File: src/rtl/vm_req_arbiter.sv
// Round-robin arbiter that shares one MMU request port among NUM_REQ requesters,
// sequencing each granted request through issue, completion wait and a done pulse.
module vm_req_arbiter #(
   parameter int NUM_REQ = 4,
   parameter int ADDR_W  = 32,
   parameter int DATA_W  = 32,
   parameter int TIMEOUT = 1023
) (
   input  logic                        clk,
   input  logic                        reset,
   input  logic [NUM_REQ-1:0]          req_valid,
   input  logic [NUM_REQ-1:0]          req_write,
   input  logic [NUM_REQ*ADDR_W-1:0]   req_addr,
   input  logic [NUM_REQ*DATA_W-1:0]   req_wdata,
   output logic [NUM_REQ-1:0]          req_done,
   output logic                        req_err,
   output logic [DATA_W-1:0]           req_rdata,
   output logic [$clog2(NUM_REQ)-1:0]  grant_id,
   output logic                        busy,
   output logic                        mmu_valid,
   output logic                        mmu_write,
   output logic [ADDR_W-1:0]           mmu_addr,
   output logic [DATA_W-1:0]           mmu_wdata,
   input  logic                        mmu_ready,
   input  logic                        mem_ready,
   input  logic [DATA_W-1:0]           mem_rdata,
   output logic [1:0]                  dbg_state
);

   localparam int ID_W  = $clog2(NUM_REQ);
   localparam int CNT_W = (TIMEOUT < 2) ? 1 : $clog2(TIMEOUT + 1);

   // Handshake: the MMU transfer happens on an edge where mmu_valid and mmu_ready
   // are both high; mmu_valid and the payload stay stable until then.
   typedef enum logic [1:0] {
      S_IDLE  = 2'd0,
      S_ISSUE = 2'd1,
      S_WAIT  = 2'd2,
      S_DONE  = 2'd3
   } state_t;

   state_t              state_q;
   logic [ID_W-1:0]     rr_ptr_q;
   logic [ID_W-1:0]     grant_id_q;
   logic [CNT_W-1:0]    tmo_cnt_q;
   logic                busy_q;
   logic                mmu_valid_q;
   logic                mmu_write_q;
   logic [ADDR_W-1:0]   mmu_addr_q;
   logic [DATA_W-1:0]   mmu_wdata_q;
   logic [NUM_REQ-1:0]  req_done_q;
   logic                req_err_q;
   logic [DATA_W-1:0]   req_rdata_q;

   logic [ADDR_W-1:0]   addr_arr  [NUM_REQ];
   logic [DATA_W-1:0]   wdata_arr [NUM_REQ];

   logic                pick_vld_d;
   logic [ID_W-1:0]     pick_id_d;
   logic [ID_W-1:0]     rr_next_d;
   logic [NUM_REQ-1:0]  grant_onehot;
   logic                tmo_hit;
   int                  scan_idx;
   logic [ID_W-1:0]     scan_id;

   for (genvar g = 0; g < NUM_REQ; g++) begin : g_unpack
      assign addr_arr[g]  = req_addr[g*ADDR_W +: ADDR_W];
      assign wdata_arr[g] = req_wdata[g*DATA_W +: DATA_W];
   end

   // Scan from rr_ptr upward with wrap; iterating downward lets the closest hit win.
   always_comb begin
      pick_vld_d = 1'b0;
      pick_id_d  = '0;
      scan_idx   = 0;
      scan_id    = '0;
      for (int k = NUM_REQ - 1; k >= 0; k--) begin
         scan_idx = int'(rr_ptr_q) + k;
         if (scan_idx >= NUM_REQ) begin
            scan_idx = scan_idx - NUM_REQ;
         end
         scan_id = ID_W'(scan_idx);
         if (req_valid[scan_id]) begin
            pick_vld_d = 1'b1;
            pick_id_d  = scan_id;
         end
      end
   end

   assign rr_next_d    = (grant_id_q == ID_W'(NUM_REQ - 1)) ? '0 : grant_id_q + 1'b1;
   assign grant_onehot = {{(NUM_REQ-1){1'b0}}, 1'b1} << grant_id_q;
   assign tmo_hit      = (TIMEOUT != 0) && (tmo_cnt_q == CNT_W'(TIMEOUT - 1));

   always_ff @(posedge clk) begin
      if (reset) begin
         state_q     <= S_IDLE;
         rr_ptr_q    <= '0;
         grant_id_q  <= '0;
         tmo_cnt_q   <= '0;
         busy_q      <= 1'b0;
         mmu_valid_q <= 1'b0;
         mmu_write_q <= 1'b0;
         mmu_addr_q  <= '0;
         mmu_wdata_q <= '0;
         req_done_q  <= '0;
         req_err_q   <= 1'b0;
         req_rdata_q <= '0;
      end else begin
         req_done_q  <= '0;
         req_err_q   <= 1'b0;
         req_rdata_q <= '0;
         case (state_q)
            S_IDLE: begin
               if (pick_vld_d) begin
                  grant_id_q  <= pick_id_d;
                  mmu_write_q <= req_write[pick_id_d];
                  mmu_addr_q  <= addr_arr[pick_id_d];
                  mmu_wdata_q <= wdata_arr[pick_id_d];
                  mmu_valid_q <= 1'b1;
                  busy_q      <= 1'b1;
                  state_q     <= S_ISSUE;
               end
            end
            S_ISSUE: begin
               if (mmu_ready) begin
                  mmu_valid_q <= 1'b0;
                  tmo_cnt_q   <= '0;
                  state_q     <= S_WAIT;
               end
            end
            S_WAIT: begin
               // A completion arriving in the same cycle as the timeout still wins.
               if (mem_ready) begin
                  req_done_q  <= grant_onehot;
                  req_rdata_q <= mem_rdata;
                  state_q     <= S_DONE;
               end else if (tmo_hit) begin
                  req_done_q  <= grant_onehot;
                  req_err_q   <= 1'b1;
                  state_q     <= S_DONE;
               end else begin
                  tmo_cnt_q   <= tmo_cnt_q + 1'b1;
               end
            end
            S_DONE: begin
               rr_ptr_q <= rr_next_d;
               busy_q   <= 1'b0;
               state_q  <= S_IDLE;
            end
            default: begin
               state_q <= S_IDLE;
            end
         endcase
      end
   end

   assign req_done  = req_done_q;
   assign req_err   = req_err_q;
   assign req_rdata = req_rdata_q;
   assign grant_id  = grant_id_q;
   assign busy      = busy_q;
   assign mmu_valid = mmu_valid_q;
   assign mmu_write = mmu_write_q;
   assign mmu_addr  = mmu_addr_q;
   assign mmu_wdata = mmu_wdata_q;
   assign dbg_state = state_q;

   a_done_onehot: assert property (@(posedge clk) disable iff (reset) $onehot0(req_done_q));
   a_valid_busy:  assert property (@(posedge clk) disable iff (reset) mmu_valid_q |-> busy_q);

endmodule

File: config.mk
export PLATFORM = sky130hd
export DESIGN_NAME = vm_req_arbiter
export DESIGN_NICKNAME = d
export VERILOG_FILES = /design/src/rtl/vm_req_arbiter.sv
export SDC_FILE = /design/constraint.sdc
export NUM_CORES = 1
export LEC_CHECK = 0
export ABC_CLOCK_PERIOD_IN_PS = 2370
export CAP_MARGIN = 20
export CELL_PAD_IN_SITES_DETAIL_PLACEMENT = 0
export CELL_PAD_IN_SITES_GLOBAL_PLACEMENT = 1
export CORE_MARGIN = 10
export CORE_UTILIZATION = 26
export DETAILED_ROUTE_END_ITERATION = 12
export PLACE_DENSITY = 0.8
export SLEW_MARGIN = 10
export SYNTH_ARGS = -nofsm -noshare
export SYNTH_HDL_FRONTEND = slang
export SYNTH_SLANG_ARGS = --single-unit
File: constraint.sdc
create_clock -name clk -period 2.37 [get_ports clk]
set_input_delay 0.474 -clock clk [delete_from_list [all_inputs] [get_ports clk]]
set_output_delay 0.474 -clock clk [all_outputs]
set_load 0.03 [all_outputs]
==> metrics.cfg <==
[layout]
drive_above_1_share=0.1332
fillCellCount=2200
area_delta_synth_final_pct=81.83
multiInputGateArea_um2=3421
fin_cells=1326
fin_nets=1305
seq_area_um2=2402

[sta]
tns_ns=0
timing.final.crit_period_ns=2.061
fin_crit_sh=0.8695
setup_viol=0
fin_worst_skew_ns=0.01108
final_max_slew_viol_count=0
hold_viol=0
worstMarginPinSlew_ns=0.4398
fmax_ghz=0.4853
maxSlewHeadroom=0.7068
rsz0062_at_grt=no

[yosys]
synth_ff_type=dfxtp_1
ys_ff_latch=120
yosys_warnings=0
synthArstFlopShare=0
yosys.cell_count.top_type=mux2i_1
synth-edff-count=0
syn-num-nets=881
yosysSeqAreaShare=0.3838
synth_commonest_cells=mux2i_1 (134), dfxtp_1 (120), nand2_1 (72)
netlist_area_um2=6260
synth_top_area_frac=0.3838
synth_area_leaders=dfxtp_1 (38%), mux2i_1 (21%), o221ai_2 (12%)
post-synth-top-area-cell=dfxtp_1
syn_area_per_cell_um2=10.98
synth.distinct_cells=42
syn_inst=570

[cts]
cts_buffers=17
cts_hold_buf=0
cts_tree=built
post-cts-setup-buffers=0
ctsResizeCount=0
clock_latency_ns=0.42
clk_pin_slew_ns=0.06
htreeDepth=4
cts_buffer_depth=2
cts.sinks=120
cts-root-buf=clkbuf_16

[hold_path]
min-delay-path-class=register to register
worstHoldPathCells=2
hold_end=mmu_wdata[3]
hp-start=mmu_wdata[3]

[critical_path]
crit_chain=clkdlybuf4s50_1, a21oi_1, o21ai_1, a21oi_4, buf_12, buf_12, mux2i_1, o221ai_2
cp_slowest_stage_delay_ns=0.49
r2r-start=tmo_cnt_q[0]
required_ns=2.66
r2r.worst_path.cells=7
crit_slowest_cell=clkdlybuf4s50_1
cp_top_family=buffers and inverters
cp_common_cell=buf_12
critPathBufInv=3
r2r-end=tmo_cnt_q[0]
crit_type=primary input to register
end_kind=register
startpoint_type=primary input
arrival_ns=2.35
reg2reg_slack_ns=0.44
critPathMaxFanout=22
cp-startpoint=req_valid[0]

[grt]
antenna_found_initial=1
track_usage=0.1717
grt_pass1_vias=6543
grt_max_degree=37
gr-total-overflow=0
grt_pass1_wl_um=40690

[placement]
portBuffers=407
dp_cells=1294
dpl.hpwl_um=22360
gp_congestion=0.8198

[floorplan]
core_area_um2=23610
die_y_um=175.2
pin_count=408
rows=56
dieArea_um2=30680
die_width_um=175.2
initial_core_util=0.2651

[routing]
drc=0
drt_wl_total_um=27370
drt_iter0_drc=263
ant_nets=0
drtPass1Iterations=4
vias_per_cell=4.541
vias=6021
wl_per_cell_um=20.64

[pwr]
ir_drop_uv=446.3
powerDensity_nw_per_um2=841.7
p_leak_uw=0.004129

[run_status]
status=complete, no violations

[flow_run]
drv_cap=0

placed cells by master (no fill, tap or decap), types with 2 or more instances in the layout:
master and n:
nand2_1 72, nor2_1 18, a211oi_2 3, nor2b_1 2
xnor2_1 9, clkinv_2 3, buf_4 23, and2_1 36
o221ai_2 51, nand2b_1 4, clkdlybuf4s50_1 407, dfxtp_1 120
nand2_4 2, inv_1 9, clkinv_4 4, mux2i_1 134
nand4_1 3, o221ai_1 14, a21oi_1 13, and4_1 3
buf_12 16, o21ai_1 2, nand3_1 5, a21oi_4 2
clkinvlp_4 4, inv_6 2, ha_1 11, clkbuf_16 17
tightest hold or removal path, stage by stage (launching register included):
cell and delay [ns]:
dfxtp_1 0.32, nand2_1 0.05, o221ai_1 0.05
where the power goes:
group | total (µW) | internal, µW | switching, µW
registers | 2740 | 2480 | 268
clock network | 2460 | 1440 | 1020
logic | 4370 | 2060 | 2310
total | 9580 | 5980 | 3600
sequential cells by signal (all words and copies together), names as in the netlist:
name / cells
busy: 1
rr_ptr_q: 2
req_rdata: 32
tmo_cnt_q: 10
mmu_valid: 1
req_done: 4
mmu_wdata: 32
grant_id: 2
req_err: 1
mmu_addr: 32
dbg_state: 2
mmu_write: 1
worst max-delay path by stage:
stage	end	slack, ns	cells past startpoint
finish	mmu_addr[4]	0.31	8
global route	mmu_addr[6]	0.20	8
global placement	mmu_addr[22]	-0.13	8
CTS	grant_id[0]	0.27	1
floorplan	tmo_cnt_q[9]	0.49	7
detailed placement	mmu_wdata[8]	-0.12	8
metrics by stage:
stage / setup slack, ns / total power (µW) / hold slack [ns] / utilization / area [µm²]
floorplan: 0.4871 / 5313 / 0.4740 / - / 6260
global placement: -0.1293 / 7191 / 0.4426 / 0.4585 / 10830
detailed placement: -0.1193 / 7212 / 0.4459 / 0.4585 / 10830
CTS: 0.2723 / 9724 / 0.4637 / 0.4819 / 11380
global route: 0.2007 / 10080 / 0.4803 / 0.4820 / 11380
finish: 0.3093 / 9580 / 0.4592 / 0.4820 / 11380
cells by family after synthesis:
logic type	after synthesis	synth area share
fa+ha+maj	11	0.02199
mux	135	0.2161
buf+inv	51	0.07296
simple gates	152	0.1195
flops	120	0.3838
compound gates	92	0.1731
xor+xnor	9	0.01259
cell type report:
cell class / instances / share of cell area
Clock buffer: 17 / 0.03737
Clock inverter: 14 / 0.01121
Tap cell: 319 / 0.03507
Timing Repair Buffer: 446 / 0.4012
Sequential cell: 120 / 0.2111
Inverter: 10 / 0.003298
Antenna cell: 1 / 0.0002199
Multi-Input combinational cell: 399 / 0.3005
metal layers:
layer / part of all wire / wire length, µm / track usage / vias to the layer above
li1: - / - / - / 2941
met1: 0.38 / 10390 / 0.1870 / 2790
met2: 0.50 / 13620 / 0.2996 / 269
met3: 0.11 / 2979 / 0.07523 / 21
met4: 0.014 / 373 / 0.04133 / 0
met5: 0 / 0 / 0 / -
No activity file was read; power rests on OpenSTA's default activity.
